==> src/rtl/sigma_delta_scan_ctrl.sv <==
// rtl/sigma_delta_scan_ctrl.sv - time-shares one sigma-delta counter across several modulator channels
`timescale 1ns/1ps
module sigma_delta_scan_ctrl #(
  parameter int NUM_CHANNELS      = 4,
  parameter int NUMBER_OF_SAMPLES = 1000,
  parameter int SETTLE_WINDOWS    = 1,
  localparam int CW = $clog2(NUMBER_OF_SAMPLES + 1),
  localparam int SW = (NUM_CHANNELS > 1) ? $clog2(NUM_CHANNELS) : 1
) (
  input  logic                    clk,
  input  logic                    rst,
  input  logic                    start,
  input  logic                    cont,
  input  logic                    abort,
  input  logic [NUM_CHANNELS-1:0] chan_mask,
  input  logic [NUM_CHANNELS-1:0] pulse_in,
  output logic [NUM_CHANNELS-1:0] mod_en,
  output logic                    cnt_rst,
  output logic                    cnt_pulse,
  input  logic [CW-1:0]           cnt_ones,
  input  logic                    cnt_ready,
  output logic [CW-1:0]           result_data,
  output logic [SW-1:0]           result_chan,
  output logic                    result_valid,
  input  logic                    result_ready,
  output logic                    busy,
  output logic                    done
);

  typedef enum logic [2:0] {S_IDLE, S_SWITCH, S_SETTLE, S_MEASURE, S_OUTPUT} state_t;

  state_t                  state_q, state_d;
  logic [SW-1:0]           sel_q, sel_d;
  logic [NUM_CHANNELS-1:0] mask_q, mask_d;
  logic                    cont_q, cont_d;
  logic [1:0]              settle_q, settle_d;
  logic [CW-1:0]           rdata_q, rdata_d;
  logic [SW-1:0]           rchan_q, rchan_d;
  logic                    done_q, done_d;

  logic [SW-1:0] start_sel, first_sel, next_sel;
  logic          has_next;

  // Descending scan so the last hit is the lowest qualifying channel.
  always_comb begin
    start_sel = '0;
    first_sel = '0;
    next_sel  = '0;
    has_next  = 1'b0;
    for (int i = NUM_CHANNELS - 1; i >= 0; i--) begin
      if (chan_mask[i]) start_sel = SW'(i);
      if (mask_q[i]) first_sel = SW'(i);
      if (mask_q[i] && (i > int'(sel_q))) begin
        next_sel = SW'(i);
        has_next = 1'b1;
      end
    end
  end

  always_comb begin
    state_d  = state_q;
    sel_d    = sel_q;
    mask_d   = mask_q;
    cont_d   = cont_q;
    settle_d = settle_q;
    rdata_d  = rdata_q;
    rchan_d  = rchan_q;
    done_d   = 1'b0;
    case (state_q)
      S_IDLE: begin
        if (start && (|chan_mask)) begin
          mask_d  = chan_mask;
          cont_d  = cont;
          sel_d   = start_sel;
          state_d = S_SWITCH;
        end
      end
      S_SWITCH: begin
        settle_d = '0;
        state_d  = (SETTLE_WINDOWS > 0) ? S_SETTLE : S_MEASURE;
      end
      S_SETTLE: begin
        if (cnt_ready) begin
          if (({1'b0, settle_q} + 3'd1) == 3'(SETTLE_WINDOWS)) state_d = S_MEASURE;
          else settle_d = settle_q + 2'd1;
        end
      end
      S_MEASURE: begin
        if (cnt_ready) begin
          rdata_d = cnt_ones;
          rchan_d = sel_q;
          state_d = S_OUTPUT;
        end
      end
      S_OUTPUT: begin
        if (result_ready) begin
          if (has_next) begin
            sel_d   = next_sel;
            state_d = S_SWITCH;
          end else if (cont_q) begin
            sel_d   = first_sel;
            state_d = S_SWITCH;
          end else begin
            state_d = S_IDLE;
            done_d  = 1'b1;
          end
        end
      end
      default: state_d = S_IDLE;
    endcase
    // Abort looks exactly like a reset to everything downstream.
    if (abort) begin
      state_d  = S_IDLE;
      sel_d    = '0;
      settle_d = '0;
      rdata_d  = '0;
      rchan_d  = '0;
      done_d   = 1'b0;
    end
  end

  always_ff @(posedge clk) begin
    if (rst) begin
      state_q  <= S_IDLE;
      sel_q    <= '0;
      mask_q   <= '0;
      cont_q   <= 1'b0;
      settle_q <= '0;
      rdata_q  <= '0;
      rchan_q  <= '0;
      done_q   <= 1'b0;
    end else begin
      state_q  <= state_d;
      sel_q    <= sel_d;
      mask_q   <= mask_d;
      cont_q   <= cont_d;
      settle_q <= settle_d;
      rdata_q  <= rdata_d;
      rchan_q  <= rchan_d;
      done_q   <= done_d;
    end
  end

  always_comb begin
    mod_en = '0;
    if (state_q != S_IDLE) mod_en[sel_q] = 1'b1;
  end

  assign cnt_rst      = (state_q == S_IDLE) || (state_q == S_SWITCH) || (state_q == S_OUTPUT);
  assign cnt_pulse    = pulse_in[sel_q];
  assign result_data  = rdata_q;
  assign result_chan  = rchan_q;
  assign result_valid = (state_q == S_OUTPUT);
  assign busy         = (state_q != S_IDLE);
  assign done         = done_q;

endmodule

==> config.mk <==
export PLATFORM = sky130hd
export DESIGN_NAME = sigma_delta_scan_ctrl
export DESIGN_NICKNAME = d
export VERILOG_FILES = /design/src/rtl/sigma_delta_scan_ctrl.sv
export SDC_FILE = /design/constraint.sdc
export NUM_CORES = 1
export LEC_CHECK = 0
export ABC_CLOCK_PERIOD_IN_PS = 1750
export CAP_MARGIN = 20
export CORE_ASPECT_RATIO = 2
export CORE_UTILIZATION = 44
export CTS_CLUSTER_SIZE = 28
export DETAILED_ROUTE_END_ITERATION = 8
export PLACE_DENSITY_LB_ADDON = 0.05
export SYNTH_ARGS = -nofsm -noshare
export SYNTH_HDL_FRONTEND = slang
export SYNTH_SLANG_ARGS = --single-unit
==> constraint.sdc <==
create_clock -name clk -period 1.75 [get_ports clk]
set_input_delay 0.175 -clock clk [delete_from_list [all_inputs] [get_ports clk]]
set_output_delay 0.175 -clock clk [all_outputs]
set_load 0.02 [all_outputs]
==> results by group, run 1 <==
Status
  • Run status: completed

Die
  • Cell Rows: 27
  • Std-Cell Core Area: 0.00274 mm^2
  • Chip height: around 78 um
  • Chip Width: around 40 um
  • Area of the die: approximately 0.003 mm^2
  • I/O pin cnt: 46
  • Starting density of the core: between 40% and 50%

Critical path
  • Number of cell instances on the worst register-to-register path: 7
  • Data required time of the worst path: 1.57 ns
  • Critical path launch point type: flip-flop
  • Delay of the slowest critical-path stage: about 0.62 ns
  • Arr. time, crit path: about 1.5 ns
  • CP cell instances: buf_4 -> a21oi_1 -> clkdlybuf4s50_1
  • Crit. Startpoint: state_q[2]
  • Crit path max fanout: 10
  • Crit path max-delay cell type: clkdlybuf4s50_1
  • FF-to-FF Start: settle_q[0]
  • Endpoint class of the critical path: primary output
  • Critical setup path kind: flip-flop to primary output

Yosys
  • Mean cell area of the mapped netlist: a little under 8 um^2
  • Dominant combinational cell family by area after synthesis: simple AND/OR/NAND/NOR gates
  • Synth Area in Simple Gates: 25.5%
  • Cell count after synthesis: 160
  • Cell with the most instances after synthesis: nand2_1
  • Number of enable flip-flop cells after synthesis: 0
  • Arithmetic-cell share of the synthesized area counting full adders, half adders and majority gates: less than 1%
  • Number of warnings printed during yosys synthesis: 0
  • Mux cell area share after synthesis: roughly 6.7%
  • Number of synthesized register bits: 25
  • Area share of the largest cell type after synthesis: 39.9%
  • Share of the yosys chip area belonging to registers: approximately 40%
  • Ys async rst share: 0%
  • Fraction of the mapped netlist area in compound gates: a little over a fifth
  • Top FF cell, synth: dfxtp_1
  • Net count after synthesis: roughly 190
  • Top cells by area, synth: dfxtp_1 40%, nand2_1 9.6%, a21oi_1 8.0%
  • Most frequent cells after synthesis: 32 x nand2_1, 25 x dfxtp_1, 23 x nor2_1
  • Synthesized area: 0.00125 mm^2
  • Count of distinct cell types in the synthesized netlist: 39
  • Xor-xnor portion of the synthesized cell area: 0%
  • Library cell with the largest summed area after synthesis: dfxtp_1

Timing
  • Slew Viols, Final: 0
  • RSZ-0062 raised after global routing: no
  • Final setup slack of the worst path: between 0.07 and 0.08 ns
  • Slew margin rel.: between 70 and 80%
  • Measured slew at the worst slew-check pin: about 0.34 ns
  • Final count of hold timing violations: 0
  • Ratio of final minimum period to clock period: a little over nine tenths
  • Final count of negative-setup-slack endpoints: 0
  • Min cycle time layout: 1.68 ns
  • Worst Clk Skew: roughly 0.0020 ns
  • Peak clock frequency supported by timing: between 0.5 and 0.6 GHz

Routing
  • Via count of the routed design: approximately 1400
  • Post-DR vias/cell: 5.55
  • Number of detailed-route iterations in the first pass: 5
  • Post-DRT Antenna Nets: 0
  • Number of DRC markers after the initial detailed-route iteration: 32
  • # DRC: 0
  • Total Routed Length: roughly 3600 um
  • Per-cell routed wire length: between 10 and 15 um

Place
  • Worst setup slack after placement: -0.00825 ns
  • Buffers on Ports: 45
  • Placement Cell Area: around 0.0019 mm^2
  • Global placement routability congestion: 0.854
  • Hpwl dp: approximately 2900 um

Clock tree
  • Master cell of the clock root buffer: clkbuf_8
  • Number of gates given a new drive strength after cts: 8
  • Number of H-tree levels: 1
  • Clock network latency to the later pin of the worst-skew pair: between 0.2 and 0.3 ns
  • Clock sink count: 25
  • Clock tree buffer depth: 2
  • CTS buffer count: 3
  • Setup bufs post-CTS: 0
  • Clock tree from TritonCTS: built
  • Clock Pin Slew Worst Setup and Hold Paths: roughly 0.09 ns
  • Hold-fix buffers, CTS: 0

Worst hold path
  • Worst hold path cell count: 3
  • Hold Crit Start: cnt_ones[6]
  • Path class of the lowest-slack min-delay path: input pin to flip-flop

Cells and area
  • Layout Nets: ~250
  • Layout cell share with drive strength beyond 1: 17.2%
  • Fin util: a little over two thirds
  • Area of the multi-input gates: just under 700 um^2
  • Area growth, synth to finish: 52.7%
  • FF/Latch Area: about 500 um^2
  • # fillers: about 230
  • Cell area after layout: ~0.0019 mm^2
  • ANT cells: 0

Global routing
  • Number of global-route vias before repair: approximately 1300
  • GR Overflow Total: 0
  • Global Route Usage Sum: around a quarter
  • Initial antenna violation count: 0
  • First-pass GRT wire length: roughly 5500 um
  • Pin count of the biggest net entering global routing: 16

Power and ir drop
  • Worst IR drop on VDD: around 460 uV
  • Lkg Pwr: ~0.74 nW
  • Power per cell area: between 600 and 700 mW/mm^2

Flow run
  • Max-cap violations: 0
worst paths after layout:
kind         slack [ns]             end
max                0.07         cnt_rst
min                0.45  result_data[6]
max reg2reg        0.08     settle_q[1]
min reg2reg        0.46  result_chan[1]
layer usage:
metal / vias to the layer above / global-route usage, % / part of all wire, % / routed length [um]
met5: - / 0 / 0 / 0
met4: 0 / 7.93 / 2.6 / 92
met3: 14 / 2.57 / 3.9 / 140
met2: 56 / 49.3 / 59 / 2120
met1: 642 / 22.2 / 34 / 1210
li1: 675 / - / - / -
sequential cells by signal (all words and copies together), names as in the netlist:
name / flops
state_q: 3
result_data: 10
cont_q: 1
mask_q: 4
sel_q: 2
result_chan: 2
done: 1
settle_q: 2
critical path: cells and delay by family, from the launching register on:
family	cells	cell delay (ns)
buffers and inverters	2	0.78
DFF	1	0.32
AOI/OAI and AO/OA	1	0.13
cell usage in the layout (no fill, tap or decap), drive strengths merged:
master | Yosys | final
mux2i | 5 | 5
o211ai | 1 | 1
o22a | 1 | 1
clkbuf | 4 | 3
nand3 | 2 | 2
or3b | 1 | 1
nor4b | 2 | 2
a211oi | 2 | 2
nand2b | 1 | 1
o21ai | 3 | 3
o311ai | 2 | 2
clkinvlp | 0 | 1
or2 | 3 | 3
dlygate4sd2 | 0 | 7
nor2 | 24 | 24
a2111oi | 1 | 1
and3 | 1 | 1
ha | 1 | 1
inv | 7 | 7
o41ai | 1 | 1
or3 | 2 | 2
nor3 | 3 | 3
nor3b | 1 | 1
clkdlybuf4s50 | 0 | 38
mux4 | 1 | 1
buf | 5 | 21
dfxtp | 25 | 25
a21o | 1 | 1
a31oi | 3 | 3
o41a | 1 | 1
o2bb2ai | 1 | 1
a221oi | 2 | 2
a21oi | 20 | 20
mux2 | 1 | 1
nand2 | 32 | 32
kinds of logic after synthesis:
family                   Yosys count
AND/OR/NAND/NOR                   72
multiplexers                       7
buffers and inverters             16
adder cells (fa/ha/maj)            1
flip-flops                        25
AO/OA/AOI/OAI                     39
layout make-up:
| cell class | count | area share [%] |
|---|---|---|
| Multi-Input combinational cell | 119 | 36.1 |
| Timing Repair Buffer | 66 | 31.9 |
| Sequential cell | 25 | 26.2 |
| Clock buffer | 3 | 2.15 |
| Tap cell | 29 | 1.89 |
| Inverter | 7 | 1.37 |
| Clock inverter | 1 | 0.392 |
where the power goes:
part	switching, mW	internal, mW	total (mW)	leakage (nW)
combinational	0.0957	0.120	0.216	0.519
sequential	0.0127	0.580	0.593	0.203
clock	0.188	0.161	0.349	0.0217
total	0.296	0.861	1.16	0.744
through the flow:
stage               hold slack [ns]  total power, mW  TNS [ns]  cells
global placement              0.441            0.815         0    246
CTS                           0.453             1.16         0    250
floorplan                     0.247            0.694         0    160
global route                  0.468             1.20         0    250
detailed placement            0.451            0.821  -0.00825    246
finish                        0.451             1.16         0    250
(Power assumes the default switching activity.)
==> inputs of run 2 (changes only) <==
- CORE_ASPECT_RATIO: 2 -> 1.25
- HOLD_SLACK_MARGIN: not set -> 0.06
==> results by group, run 2 (synthesis gave the netlist of run 1 again) <==
Status
  • Run status: completed

Global routing
  • Global Route Usage Sum: ~22%
  • Number of global-route vias before repair: between 1000 and 1500
  • Initial antenna violation count: 0
  • First-pass GRT wire length: 5200 um
  • Pin count of the biggest net entering global routing: 16
  • GR Overflow Total: 0

Critical path
  • Crit path max-delay cell type: dfxtp_1
  • Crit. Startpoint: sel_q[1]
  • FF-to-FF Start: settle_q[0]
  • Arr. time, crit path: approximately 1.5 ns
  • Worst r2r dst: settle_q[1]
  • Slack of the worst reg-to-reg path: between 0.1 and 0.15 ns
  • CP cell instances: buf_4 -> mux4_2 -> clkdlybuf4s15_1
  • Worst Setup EP: cnt_pulse
  • Endpoint class of the critical path: primary output
  • Number of cell instances on the worst register-to-register path: 7
  • Delay of the slowest critical-path stage: between 0.4 and 0.5 ns
  • Data required time of the worst path: 1.57 ns
  • Critical setup path kind: flip-flop to primary output
  • Critical path launch point type: flip-flop
  • Crit path max fanout: 6

Timing
  • Slew margin rel.: about three quarters
  • Ratio of final minimum period to clock period: 96.1%
  • Slew Viols, Final: 0
  • Peak clock frequency supported by timing: around 0.59 GHz
  • Measured slew at the worst slew-check pin: approximately 0.36 ns
  • Min cycle time layout: approximately 1.7 ns
  • Final count of negative-setup-slack endpoints: 0
  • Worst Clk Skew: 0.00362 ns
  • Final count of hold timing violations: 0
  • Post-route setup TNS: 0 ns

Die
  • Std-Cell Core Area: around 0.0027 mm^2
  • I/O pin cnt: 46
  • Chip height: 61.7 um
  • Cell Rows: 21
  • Area of the die: 0.00307 mm^2
  • Starting density of the core: 46.4%
  • Chip Width: 49.8 um

Cells and area
  • Flip-flop count of the largest register after layout: 10
  • Layout cell share with drive strength beyond 1: around a fifth
  • Most common cell after layout, fill and taps aside: clkdlybuf4s50_1
  • Cell area after layout: 0.00190 mm^2
  • Fin util: between 70% and 80%
  • Area growth, synth to finish: 51.4%
  • Layout Nets: 250
  • # fillers: roughly 250
  • ANT cells: 0
  • Commonest cells after routing, fill and taps aside: 37 x clkdlybuf4s50_1, 32 x nand2_1, 24 x dfxtp_1

Clock tree
  • Clock tree from TritonCTS: built
  • Clock tree buffer depth: 2
  • Master cell of the clock root buffer: clkbuf_4
  • Setup bufs post-CTS: 0
  • Number of H-tree levels: 1
  • Clock network latency to the later pin of the worst-skew pair: slightly above 0.3 ns
  • Hold-fix buffers, CTS: 0
  • CTS buffer count: 3
  • Clock sink count: 25
  • Clock Pin Slew Worst Setup and Hold Paths: between 0.1 and 0.15 ns

Place
  • Global placement routability congestion: between 0.8 and 0.9
  • Placement Cell Area: approximately 0.0019 mm^2
  • Buffers on Ports: between 40 and 50
  • Hpwl dp: around 2600 um

Power and ir drop
  • Worst IR drop on VDD: between 300 and 400 uV
  • Power per cell area: about 560 mW/mm^2
  • Lkg Pwr: between 0.7 and 0.8 nW

Routing
  • Total Routed Length: around 3300 um
  • # DRC: 0
  • Number of DRC markers after the initial detailed-route iteration: 20
  • Per-cell routed wire length: between 10 and 15 um
  • Post-DR vias/cell: between 5 and 6
  • Number of detailed-route iterations in the first pass: 4
  • Via count of the routed design: roughly 1400
  • Post-DRT Antenna Nets: 0

Worst hold path
  • Path class of the lowest-slack min-delay path: input pin to flip-flop

Flow run
  • Max-cap violations: 0
## run 2: cell count changes in the layout (fill, tap and decap cells not counted), moves of 2 or more
cell	change
clkdlybuf4s15_1	+2
clkbuf_4	+3
clkbuf_8	-3
dlygate4sd2_1	-5
buf_4	+3
clkbuf_2	+3
## run 2: power breakdown
part / total (mW) / internal, mW / leakage (nW) / switching, mW
registers: 0.590 / 0.580 / 0.203 / 0.0105
clock network: 0.262 / 0.0871 / 0.0139 / 0.174
logic: 0.211 / 0.119 / 0.512 / 0.0926
total: 1.06 / 0.785 / 0.729 / 0.278
## run 2: worst min-delay path by stage
stage,start,end,slack (ns),depth (start not counted)
6_report,cnt_ones[1],result_data[1],0.39,3
2_1_floorplan,rst,cont_q,0.25,1
3_3_place_gp,result_data[9],result_data[9],0.44,2
5_1_grt,cnt_ones[0],result_data[0],0.38,3
3_5_place_dp,result_data[9],result_data[9],0.45,2
4_1_cts,cnt_ones[1],result_data[1],0.39,3
## run 2: area by class of cell
cell class                      count  area, um^2  area share, %
Multi-Input combinational cell    119         689           36.3
Clock buffer                        3        22.5           1.18
Timing Repair Buffer               68         608           32.0
Clock inverter                      1        7.51          0.395
Tap cell                           34        42.5           2.24
Inverter                            7        26.3           1.38
Sequential cell                    25         504           26.5
## run 2: what timing repair did
item,in CTS,in global routing
resized for setup,9,11
endpoints found under the hold margin,0,0
endpoints found under the setup margin,7,7
## run 2: metal layers
layer,vias to the layer above,part of all wire (%),global-route usage [%]
li1,684,-,-
met1,641,39,22.3
met2,39,55,45.4
met3,9,3.6,2.43
met4,0,2.4,10.2
met5,-,0,0
## run 2: stage by stage
| stage | std cells | power [mW] | worst slack [ns] | hold slack [ns] |
|---|---|---|---|---|
| final | 257 | 1.06 | 0.0689 | 0.393 |
| after floorplan | 160 | 0.694 | 0.132 | 0.247 |
| after global placement | 253 | 0.811 | 0.00849 | 0.442 |
| after global routing | 257 | 1.11 | -0.00990 | 0.383 |
| after CTS | 257 | 1.07 | 0.0157 | 0.385 |
| after detailed placement | 253 | 0.816 | -0.0145 | 0.447 |
## run 2: worst max-delay path, delay by kind of cell (launching register included)
kind | cells | cell delay, ns
buffers and inverters | 2 | 0.47
flip-flops | 1 | 0.43
multiplexers | 1 | 0.28
==> inputs of run 3 (changes only) <==
- CORE_UTILIZATION: 44 -> 28
==> results by group, run 3 (synthesis gave the netlist of run 1 again) <==
Status
  • Run status: completed

Cells and area
  • Fin util: ~46%
  • Layout cell share with drive strength beyond 1: around 17%
  • Flip-flop count of the largest register after layout: 10
  • Number of cells in the finished layout apart from fillers: 275
  • Commonest cells after routing, fill and taps aside: 38 x clkdlybuf4s50_1, 32 x nand2_1, 23 x nor2_1, 23 x dfxtp_1, 20 x a21oi_1
  • Area growth, synth to finish: 53.2%
  • Most common cell after layout, fill and taps aside: clkdlybuf4s50_1
  • Layout Nets: roughly 250
  • ANT cells: 0

Clock tree
  • Clock tree buffer depth: 2
  • Number of H-tree levels: 1
  • Clock Pin Slew Worst Setup and Hold Paths: ~0.09 ns
  • Master cell of the clock root buffer: clkbuf_8
  • CTS buffer count: 3
  • Clock sink count: 25
  • Clock tree from TritonCTS: built
  • Clock network latency to the later pin of the worst-skew pair: between 0.2 and 0.3 ns
  • Setup bufs post-CTS: 0
  • Hold-fix buffers, CTS: 0

Routing
  • Post-DRT Antenna Nets: 0
  • Per-cell routed wire length: 12.3 um
  • # DRC: 0
  • Number of detailed-route iterations in the first pass: 4
  • Number of DRC markers after the initial detailed-route iteration: 27
  • Post-DR vias/cell: approximately 4.8
  • Total Routed Length: between 3000 and 4000 um
  • Via count of the routed design: around 1300

Power and ir drop
  • Combinational fraction of design power: approximately 18%
  • Power per cell area: around 600 mW/mm^2
  • Part of the power in registers: between 50 and 60%
  • Lkg Pwr: slightly above 0.7 nW
  • Switching share of total power: ~26%
  • Worst IR drop on VDD: 413 uV
  • P_int: approximately 850 uW
  • Power, Total: about 1.1 mW
  • Net switching power of the design: 295 uW
  • Clock group share of total power: between 30% and 40%

Global routing
  • Global Route Usage Sum: 15.4%
  • Peak-usage layer in the global routing report: met2
  • Global-route track usage on met3: between 2 and 3%
  • Pin count of the biggest net entering global routing: 16
  • Number of global-route vias before repair: roughly 1300
  • Met1 track demand over resource in global routing: ~17%
  • Initial antenna violation count: 0
  • First-pass GRT wire length: approximately 5600 um
  • GR met2 Demand/Resource: approximately 28%
  • GR Overflow Total: 0

Die
  • I/O pin cnt: 46
  • Cell Rows: 26
  • Starting density of the core: approximately 30%
  • Chip Width: between 60 and 70 um
  • Area of the die: approximately 0.0048 mm^2
  • Chip height: 76.9 um
  • Std-Cell Core Area: 0.00420 mm^2

Flow run
  • Max-cap violations: 0

Timing
  • Measured slew at the worst slew-check pin: roughly 0.36 ns
  • Final count of hold timing violations: 0
  • Smallest hold slack: ~0.44 ns
  • Slew margin rel.: 75.6%
  • Ratio of final minimum period to clock period: between 90% and 100%
  • Peak clock frequency supported by timing: approximately 0.6 GHz
  • Final count of negative-setup-slack endpoints: 0
  • Min cycle time layout: roughly 1.7 ns
  • RSZ-0062 raised after global routing: no
  • Slew Viols, Final: 0
  • Worst Clk Skew: approximately 0.0047 ns

Critical path
  • Endpoint class of the critical path: primary output
  • Critical path launch point type: flip-flop
  • FF-to-FF Start: settle_q[0]
  • Critical setup path kind: flip-flop to primary output
  • Crit path max-delay cell type: clkdlybuf4s50_1
  • Arr. time, crit path: ~1.5 ns
  • Delay of the slowest critical-path stage: approximately 0.61 ns
  • Crit path max fanout: 7
  • Data required time of the worst path: ~1.6 ns
  • Crit. Startpoint: state_q[0]
  • CP cell instances: buf_4 -> a21oi_1 -> clkdlybuf4s50_1
  • Critical path buffers and inverters: 2
  • Top cell family by delay on the critical path: buffers and inverters

Place
  • Buffers on Ports: 45
  • Hpwl dp: ~2600 um
  • Cell Count Post-Placement: between 200 and 300
  • Global placement routability congestion: about 0.8

Worst hold path
  • Hold Crit Start: cnt_ones[2]
  • Path class of the lowest-slack min-delay path: input pin to flip-flop
==> run 3: worst reg2reg max path: cells and delay by family (launching register included) <==
kind                     cells  cell delay, ns
AND/OR/NAND/NOR              3            0.67
flip-flops                   1            0.33
AO/OA/AOI/OAI                2            0.28
adder cells (fa/ha/maj)      1            0.21
buffers and inverters        1            0.06
==> run 3: per-stage QoR <==
stage / area, um^2 / setup slack (ns) / TNS, ns
after floorplan: 1250 / 0.132 / 0
after global placement: 1870 / 0.00317 / 0
after detailed placement: 1870 / -0.00516 / -0.00516
after CTS: 1920 / 0.0420 / 0
after global routing: 1920 / 0.00944 / 0
final: 1920 / 0.0851 / 0
==> run 3: layout make-up <==
type	count	area, um^2
Fill cell	419	2270
Multi-Input combinational cell	119	694
Timing Repair Buffer	64	581
Sequential cell	25	503
Tap cell	56	70.1
Clock buffer	3	41.3
Inverter	7	26.3
Clock inverter	1	7.51
==> run 3: worst paths after layout <==
path | endpoint | slack (ns) | depth (start not counted)
hold reg to reg | result_data[7] | 0.46 | 2
setup reg to reg | settle_q[1] | 0.14 | 7
hold / removal | result_data[2] | 0.44 | 3
setup / recovery | cnt_rst | 0.09 | 3
==> run 3: power by group through the flow <==
stage / registers, mW / logic [mW] / clock network [mW]
finish: 0.595 / 0.202 / 0.352
floorplan: 0.602 / 0.0919 / 0
CTS: 0.594 / 0.202 / 0.371
detailed placement: 0.607 / 0.204 / 0
global route: 0.598 / 0.221 / 0.402
global placement: 0.606 / 0.201 / 0
==> run 3: routing by layer <==
layer  part of all wire, %  vias up  wire length [um]
li1                      -      669                 -
met1                    42      605              1430
met2                    52       39              1760
met3                   4.9        2               165
met4                  0.65        0                22
met5                     0        -                 0
==> run 3: repair_timing <==
action | CTS | global route
gates resized for setup | 8 | 5
endpoints found under the setup margin | 7 | 4
endpoints found under the hold margin | 0 | 0
gates cloned | 0 | 0
